### src/rtl/uart_pkg.sv
// Purpose : shared types and constants for the parametrised UART receiver.
// Latency : n/a (package only).
// Backpressure: n/a.
// Contents: rx_state_e FSM encoding, data-length codes, minimum bit period,
//           data_bits_count() helper mapping the 2-bit length code to a count.
package uart_pkg;

  typedef enum logic [2:0] {
    ST_IDLE      = 3'd0,
    ST_START     = 3'd1,
    ST_DATA      = 3'd2,
    ST_PARITY    = 3'd3,
    ST_STOP      = 3'd4,
    ST_WAIT_HIGH = 3'd5
  } rx_state_e;

  localparam logic [1:0] DATA_BITS_5 = 2'd0;
  localparam logic [1:0] DATA_BITS_6 = 2'd1;
  localparam logic [1:0] DATA_BITS_7 = 2'd2;
  localparam logic [1:0] DATA_BITS_8 = 2'd3;

  // Shortest bit period that still leaves room for a centred 3-sample vote.
  localparam logic [15:0] MIN_CLKS_PER_BIT = 16'd4;

  function automatic logic [3:0] data_bits_count(input logic [1:0] sel);
    logic [3:0] n;
    case (sel)
      DATA_BITS_5: n = 4'd5;
      DATA_BITS_6: n = 4'd6;
      DATA_BITS_7: n = 4'd7;
      DATA_BITS_8: n = 4'd8;
      default:     n = 4'd8;
    endcase
    return n;
  endfunction

endpackage

### src/rtl/uart_rx_fifo.sv
// Purpose : synchronous receive FIFO with registered head data.
// Latency : push visible on rdata/empty/level one cycle later; pop likewise.
// Backpressure: push while full without a pop drops the word and pulses overflow.
// Ports   : clk_i, rst_ni, push/push_data, pop, rdata (head, 0 when empty),
//           full, empty, level (entries held), overflow (1-cycle pulse).
module uart_rx_fifo #(
  parameter int DATA_W     = 8,
  parameter int FIFO_DEPTH = 4,
  localparam int AW        = $clog2(FIFO_DEPTH)
) (
  input  logic              clk_i,
  input  logic              rst_ni,
  input  logic              push,
  input  logic [DATA_W-1:0] push_data,
  input  logic              pop,
  output logic [DATA_W-1:0] rdata,
  output logic              full,
  output logic              empty,
  output logic [AW:0]       level,
  output logic              overflow
);

  logic [DATA_W-1:0] mem [FIFO_DEPTH];
  logic [AW:0]       wr_ptr, rd_ptr, wr_next, rd_next;
  logic              push_ok, pop_ok, next_empty;
  logic [AW-1:0]     head_idx;
  logic [DATA_W-1:0] head_data;

  // Extra pointer MSB distinguishes full from empty when the indices match.
  assign empty = (wr_ptr == rd_ptr);
  assign full  = (wr_ptr[AW] != rd_ptr[AW]) && (wr_ptr[AW-1:0] == rd_ptr[AW-1:0]);
  assign level = wr_ptr - rd_ptr;

  // A pop frees the slot in the same cycle, so push-while-full succeeds with it.
  assign push_ok = push && (!full || pop);
  assign pop_ok  = pop && !empty;

  assign wr_next    = wr_ptr + (AW+1)'(push_ok);
  assign rd_next    = rd_ptr + (AW+1)'(pop_ok);
  assign next_empty = (wr_next == rd_next);
  assign head_idx   = rd_next[AW-1:0];

  // The next head may be the word being written this cycle (FIFO drained to it).
  assign head_data = (push_ok && (head_idx == wr_ptr[AW-1:0])) ? push_data : mem[head_idx];

  always_ff @(posedge clk_i) begin
    if (push_ok) mem[wr_ptr[AW-1:0]] <= push_data;
  end

  always_ff @(posedge clk_i or negedge rst_ni) begin
    if (!rst_ni) begin
      wr_ptr   <= '0;
      rd_ptr   <= '0;
      rdata    <= '0;
      overflow <= 1'b0;
    end else begin
      wr_ptr   <= wr_next;
      rd_ptr   <= rd_next;
      rdata    <= next_empty ? '0 : head_data;
      overflow <= push && full && !pop;
    end
  end

endmodule

### src/rtl/uart_rx_param.sv
// Purpose : UART receiver, run-time format (5-8 data, opt. parity, 1/2 stop),
//           majority-vote sampling, frame/parity/break detection, receive FIFO.
// Latency : start seen 3 cycles after rx falls; push/error pulse 1 cycle after
//           the last stop sample; rvalid_o 1 cycle after push into empty FIFO.
// Backpressure: the serial line cannot be stalled; a full FIFO drops the frame
//           and pulses overflow_o. Pop with rvalid_o & rready_i.
// Macro   : UART_RX_PARITY_EN builds the PARITY state and parity_err_o; when
//           undefined parity_en_i/parity_odd_i are ignored and parity_err_o is 0.
// Ports   : clk_i, rst_ni, rx_i, clks_per_bit_i, data_bits_i, parity_en_i,
//           parity_odd_i, stop2_i, rdata_o, rvalid_o, rready_i, fifo_level_o,
//           frame_err_o, parity_err_o, break_o, overflow_o.
module uart_rx_param
  import uart_pkg::*;
#(
  parameter int DATA_W     = 8,
  parameter int FIFO_DEPTH = 4
) (
  input  logic                          clk_i,
  input  logic                          rst_ni,
  input  logic                          rx_i,
  input  logic [15:0]                   clks_per_bit_i,
  input  logic [1:0]                    data_bits_i,
  input  logic                          parity_en_i,
  input  logic                          parity_odd_i,
  input  logic                          stop2_i,
  output logic [DATA_W-1:0]             rdata_o,
  output logic                          rvalid_o,
  input  logic                          rready_i,
  output logic [$clog2(FIFO_DEPTH):0]   fifo_level_o,
  output logic                          frame_err_o,
  output logic                          parity_err_o,
  output logic                          break_o,
  output logic                          overflow_o
);

  logic              rx_meta, rx_sync;
  logic [2:0]        rx_hist;
  logic              sample;

  rx_state_e         state;
  logic [15:0]       cnt, cnt_inc, cpb_q;
  logic [3:0]        nbits_q, bit_cnt;
  logic              stop2_q, stop_idx, stop1_q;
  logic [DATA_W-1:0] shreg;
  logic              frame_push, frame_err_q, break_q;
  logic              at_half, at_bit;
  logic              stop1_bit, stops_ok, data_zero, par_zero, par_bad, is_break;
  logic              fifo_full, fifo_empty;

  always_ff @(posedge clk_i or negedge rst_ni) begin
    if (!rst_ni) begin
      rx_meta <= 1'b1;
      rx_sync <= 1'b1;
      rx_hist <= 3'b111;
    end else begin
      rx_meta <= rx_i;
      rx_sync <= rx_meta;
      rx_hist <= {rx_hist[1:0], rx_sync};
    end
  end

  assign sample = (rx_hist[0] & rx_hist[1]) | (rx_hist[1] & rx_hist[2]) | (rx_hist[0] & rx_hist[2]);

  assign at_half = (cnt == ((cpb_q - 16'd1) >> 1));
  assign at_bit  = (cnt == (cpb_q - 16'd1));
  // Saturate rather than wrap; only reachable if a sample point is never hit.
  assign cnt_inc = (cnt == 16'hFFFF) ? cnt : cnt + 16'd1;

  // With two stop bits the first one was captured into stop1_q a bit earlier.
  assign stop1_bit = stop_idx ? stop1_q : sample;
  assign stops_ok  = stop_idx ? (stop1_q & sample) : sample;
  assign data_zero = (shreg == '0);
  assign is_break  = data_zero && par_zero && !stop1_bit;

`ifdef UART_RX_PARITY_EN
  logic par_en_q, par_odd_q, par_bit_q, parity_err_q;
  assign par_zero     = !par_en_q || !par_bit_q;
  assign par_bad      = par_en_q && (par_bit_q != ((^shreg) ^ par_odd_q));
  assign parity_err_o = parity_err_q;
`else
  logic unused_parity_cfg;
  assign unused_parity_cfg = parity_en_i ^ parity_odd_i;
  assign par_zero          = 1'b1;
  assign par_bad           = 1'b0;
  assign parity_err_o      = 1'b0;
`endif

  always_ff @(posedge clk_i or negedge rst_ni) begin
    if (!rst_ni) begin
      state       <= ST_IDLE;
      cnt         <= '0;
      cpb_q       <= MIN_CLKS_PER_BIT;
      nbits_q     <= 4'd8;
      bit_cnt     <= '0;
      stop2_q     <= 1'b0;
      stop_idx    <= 1'b0;
      stop1_q     <= 1'b1;
      shreg       <= '0;
      frame_push  <= 1'b0;
      frame_err_q <= 1'b0;
      break_q     <= 1'b0;
`ifdef UART_RX_PARITY_EN
      par_en_q     <= 1'b0;
      par_odd_q    <= 1'b0;
      par_bit_q    <= 1'b0;
      parity_err_q <= 1'b0;
`endif
    end else begin
      frame_push  <= 1'b0;
      frame_err_q <= 1'b0;
      break_q     <= 1'b0;
`ifdef UART_RX_PARITY_EN
      parity_err_q <= 1'b0;
`endif
      case (state)
        ST_IDLE: begin
          cnt <= '0;
          if (!rx_sync) begin
            state    <= ST_START;
            cpb_q    <= (clks_per_bit_i < MIN_CLKS_PER_BIT) ? MIN_CLKS_PER_BIT : clks_per_bit_i;
            nbits_q  <= data_bits_count(data_bits_i);
            stop2_q  <= stop2_i;
            bit_cnt  <= '0;
            stop_idx <= 1'b0;
            shreg    <= '0;
`ifdef UART_RX_PARITY_EN
            par_en_q  <= parity_en_i;
            par_odd_q <= parity_odd_i;
`endif
          end
        end
        ST_START: begin
          if (at_half) begin
            cnt   <= '0;
            // A high vote at mid start bit was only a glitch.
            state <= sample ? ST_IDLE : ST_DATA;
          end else begin
            cnt <= cnt_inc;
          end
        end
        ST_DATA: begin
          if (at_bit) begin
            cnt     <= '0;
            shreg   <= shreg | (DATA_W'(sample) << bit_cnt);
            bit_cnt <= bit_cnt + 4'd1;
            if (bit_cnt == nbits_q - 4'd1) begin
`ifdef UART_RX_PARITY_EN
              state <= par_en_q ? ST_PARITY : ST_STOP;
`else
              state <= ST_STOP;
`endif
            end
          end else begin
            cnt <= cnt_inc;
          end
        end
`ifdef UART_RX_PARITY_EN
        ST_PARITY: begin
          if (at_bit) begin
            cnt       <= '0;
            par_bit_q <= sample;
            state     <= ST_STOP;
          end else begin
            cnt <= cnt_inc;
          end
        end
`endif
        ST_STOP: begin
          if (at_bit) begin
            cnt <= '0;
            if (stop2_q && !stop_idx) begin
              stop1_q  <= sample;
              stop_idx <= 1'b1;
            end else if (is_break) begin
              break_q <= 1'b1;
              state   <= ST_WAIT_HIGH;
            end else begin
              state <= ST_IDLE;
              if (!stops_ok) begin
                frame_err_q <= 1'b1;
              end else if (par_bad) begin
`ifdef UART_RX_PARITY_EN
                parity_err_q <= 1'b1;
`endif
              end else begin
                frame_push <= 1'b1;
              end
            end
          end else begin
            cnt <= cnt_inc;
          end
        end
        ST_WAIT_HIGH: begin
          cnt <= '0;
          if (rx_sync) state <= ST_IDLE;
        end
        default: state <= ST_IDLE;
      endcase
    end
  end

  assign frame_err_o = frame_err_q;
  assign break_o     = break_q;

  // shreg is held until the next start, so it is still the frame word when
  // frame_push is seen one cycle after the last stop sample.
  uart_rx_fifo #(
    .DATA_W    (DATA_W),
    .FIFO_DEPTH(FIFO_DEPTH)
  ) u_fifo (
    .clk_i    (clk_i),
    .rst_ni   (rst_ni),
    .push     (frame_push),
    .push_data(shreg),
    .pop      (rvalid_o && rready_i),
    .rdata    (rdata_o),
    .full     (fifo_full),
    .empty    (fifo_empty),
    .level    (fifo_level_o),
    .overflow (overflow_o)
  );

  assign rvalid_o = !fifo_empty;

  logic unused_fifo_full;
  assign unused_fifo_full = fifo_full;

endmodule

### config.mk
export PLATFORM = sky130hd
export DESIGN_NAME = uart_rx_param
export DESIGN_NICKNAME = d
export VERILOG_FILES = /design/src/rtl/uart_pkg.sv /design/src/rtl/uart_rx_fifo.sv /design/src/rtl/uart_rx_param.sv
export SDC_FILE = /design/constraint.sdc
export NUM_CORES = 1
export LEC_CHECK = 0
export CAP_MARGIN = 10
export CORE_UTILIZATION = 59
export CTS_BUF_LIST = sky130_fd_sc_hd__clkbuf_4 sky130_fd_sc_hd__clkbuf_8
export DETAILED_ROUTE_END_ITERATION = 8
export PLACE_DENSITY = 0.78
export SYNTH_ARGS = -nofsm -noshare
export SYNTH_HDL_FRONTEND = slang
export SYNTH_SLANG_ARGS = --single-unit
### constraint.sdc
create_clock -name clk_i -period 7.5 [get_ports clk_i]
set_clock_uncertainty 0.1 [all_clocks]
set_input_delay 1.5 -clock clk_i [delete_from_list [all_inputs] [get_ports clk_i]]
set_output_delay 1.5 -clock clk_i [all_outputs]
set_load 0.02 [all_outputs]
==> out/metrics.yaml <==
cts_max_level: 3
start_util_pct: 61.3
worstPathArrival_ns: 4.32
yosys.area.top_type_share_pct: 28.7
synth-edff-count: 32
area_growth_syn_to_layout_pct: 9.27
port_buffers: 37
synth.top_cells.by_count: "81 x nand2_1, 69 x dfrtp_1, 40 x nor2_1"
grt_use_met1_pct: 31.5
die_w_um: 103
ir_worst_vdd_v: 0.000217
power_leakage_nw: 2.80
clock_sinks: 109
p_per_area_mw_per_mm2: 280
postSynthAreaPerCell_um2: 10.1
async_reset_ff_share_pct: 70.6
switching_share_pct: 38.7
synth_top_family_by_area: "simple AND/OR/NAND/NOR gates"
cp-end-kind: "register"
die_h_um: 103
tritoncts: "built"
overflow: 0
rsz0062_at_grt: "no"
synth_cells: 596
p_seq_share_pct: 44.5
cap_viol_max_count: 0
synth_nets: 636
hpwl_um: 8840
ctsHoldBuffers: 0
n_antenna_cell: 0
use_met2_pct: 45.1
slew_headroom_pct: 25.8
yosys.area.top_type: "dfrtp_1"
cts-buffers-inserted: 9
rr_worst_depth: 10
path_class: "register to register"
hold_class: "register to register"
grt_pass1_vias: 4244
insertion_delay_ns: 0.39
grt_max_degree: 78
p_int_w: 0.00113
root_buffer: "clkbuf_8"
finalCritPeriodShare_pct: 55.2
drt_wl_total_um: 12400
busiest_layer: "met2"
report.final.hold_viol_count: 0
yosysSeqAreaShare_pct: 48.1
final_layout_size_suffix_gt1_share_pct: 7.25
die_area_mm2: 0.0106
synth.distinct_cells: 66
post_cts_resized: 0
dp_slack_ns: 3.36
cts_buffer_depth: 2
num_rows: 36
detail_route.vias_per_cell: 6.06
synth_xor_area_share_pct: 7.96
drc: 0
yosys_warnings: 0
combPwrFrac_pct: 35.6
grt_pass1_wl_um: 20600
setup_viol: 0
cts_setup_buffers: 0
required_ns: 7.68
status: "complete, no violations"
dpl.cell_count: 724
wl_per_cell_um: 16.8
drt_iter0_markers: 216
tightestPinTransition_ns: 1.11
period_minus_slack_ns: 4.14
power_switching_w: 0.000713
fill_cells: 789
antenna_found_initial: 0
firstDrtPassIters: 5
ant_nets: 0
synthAdderAreaFrac_pct: 3.24
synth_compound_area_share_pct: 12.4
worstHoldPathCells: 0
yosysMostFrequentCell: "nand2_1"
setup_ws_ns: 3.36
met3_usage_pct: 6.92
fin_nets: 642
io_pins: 41
critPathLaunchType: "register"
slew_viol_final: 0
p_clk_share_pct: 19.8
path_max_fanout: 27
grt_usage_pct: 25.9
netlist_top_cells_area: "dfrtp_1 29%, edfxtp_1 16%, xnor2_1 5.4%, nand2_1 5.0%, dfstp_2 3.5%"
synthFlopType: "dfrtp_1"
synthMuxAreaShare_pct: 5.17
dr_total_vias: 4481
synthesis.area_mm2: 0.00602
gp_congestion: 0.872
fin_setup_tns_ns: 0
fmax_ghz: 0.241
core_area_mm2: 0.00982
clkTransAtPathRegs_ns: 0.09
ys_ff_latch: 109
synth-simple-area-share_pct: 18.7
instances_no_fill: 740
## cell families after synthesis
logic type | Yosys count
other cells | 1
simple gates | 228
fa+ha+maj | 15
xor+xnor | 53
mux | 21
compound gates | 105
flops | 109
buf+inv | 64
## cells in the final DEF (no fill, tap or decap), types with 4 or more instances in the layout
| cell type | n |
|---|---|
| nand3_1 | 21 |
| nand2_1 | 81 |
| dfrtp_1 | 69 |
| inv_1 | 22 |
| nor2b_1 | 8 |
| mux4_2 | 8 |
| or3_1 | 4 |
| a2111oi_0 | 4 |
| clkbuf_8 | 9 |
| nand4_1 | 9 |
| a31oi_1 | 8 |
| nand2b_1 | 5 |
| and3_1 | 7 |
| nor3_1 | 16 |
| or4_1 | 7 |
| o31ai_1 | 7 |
| nor4_1 | 9 |
| o21ai_1 | 13 |
| xor2_1 | 15 |
| edfxtp_1 | 32 |
| clkdlybuf4s50_1 | 36 |
| nor2_1 | 39 |
| a21o_1 | 8 |
| ha_1 | 14 |
| a41oi_1 | 4 |
| xnor2_1 | 37 |
| o21ai_0 | 18 |
| a21oi_1 | 10 |
| dfstp_2 | 8 |
| nor3b_1 | 8 |
| mux2i_1 | 12 |
## metrics by stage
| step | util [%] | cell area (um^2) | hold WS (ns) | total power (W) |
|---|---|---|---|---|
| 2_1_floorplan | - | 6020 | 0.245 | 0.00135 |
| 3_3_place_gp | 64.9 | 6380 | 0.246 | 0.00146 |
| 3_5_place_dp | 64.9 | 6380 | 0.257 | 0.00148 |
| 4_1_cts | 67.0 | 6580 | 0.270 | 0.00185 |
| 5_1_grt | 67.0 | 6580 | 0.273 | 0.00198 |
| 6_report | 67.0 | 6580 | 0.269 | 0.00184 |
## worst max-delay path, stage by stage, from the launching register on
cell,delay [ns]
dfrtp_1,0.44
inv_1,0.09
ha_1,0.22
or3b_1,0.52
or4_1,0.58
a211oi_1,0.28
o2111ai_1,0.13
or4_4,0.57
a22oi_4,0.59
o31ai_1,0.20
mux2_2,0.30
## layer usage
layer	share of wire, %	up-vias
li1	-	2146
met1	43	2196
met2	51	116
met3	4.5	23
met4	1.9	0
met5	0	-
## path summary, 6_finish.rpt
| kind | slack, ns | start | end |
|---|---|---|---|
| worst max register to register | 3.36 | cpb_q[0]$_DFFE_PN0P_ | cnt[0]$_DFFE_PN0P_ |
| max in group asynchronous | 5.53 | rst_ni | cpb_q[10]$_DFFE_PN0P_ |
| worst max-delay path | 3.36 | cpb_q[0]$_DFFE_PN0P_ | cnt[0]$_DFFE_PN0P_ |
| min in group asynchronous | 1.15 | rst_ni | nbits_q[2]$_DFFE_PN0P_ |
| worst min-delay path | 0.27 | rx_meta$_DFF_PN1_ | rx_sync$_DFF_PN1_ |
| worst min register to register | 0.27 | rx_meta$_DFF_PN1_ | rx_sync$_DFF_PN1_ |
## sequential cells by signal, summed over array words and instances, names as in the netlist
signal / cells
u_fifo.mem: 32
cnt: 16
cpb_q: 16
shreg: 8
u_fifo.rdata: 8
bit_cnt: 4
nbits_q: 4
rx_hist: 3
state: 3
u_fifo.rd_ptr: 3
u_fifo.wr_ptr: 3
break_o: 1
frame_err_o: 1
frame_push: 1
rx_meta: 1
rx_sync: 1
stop1_q: 1
stop2_q: 1
stop_idx: 1
u_fifo.overflow: 1
## power by group through the flow
stage,Clock [W],Combinational [W],Sequential [W]
final,0.000366,0.000657,0.000821
after global routing,0.000403,0.000735,0.000838
after CTS,0.000378,0.000655,0.000820
after detailed placement,0,0.000649,0.000831
after global placement,0,0.000631,0.000828
after floorplan,0,0.000618,0.000734
## area by class of cell
type | count | area [um^2] | area share [%]
Timing Repair Buffer | 37 | 368 | 5.59
Clock buffer | 10 | 131 | 2.00
Inverter | 22 | 82.6 | 1.26
Tap cell | 133 | 166 | 2.53
Sequential cell | 109 | 2900 | 44.0
Clock inverter | 6 | 71.3 | 1.08
Multi-Input combinational cell | 423 | 2860 | 43.5
Note: power is estimated with default switching activity, not from simulation.
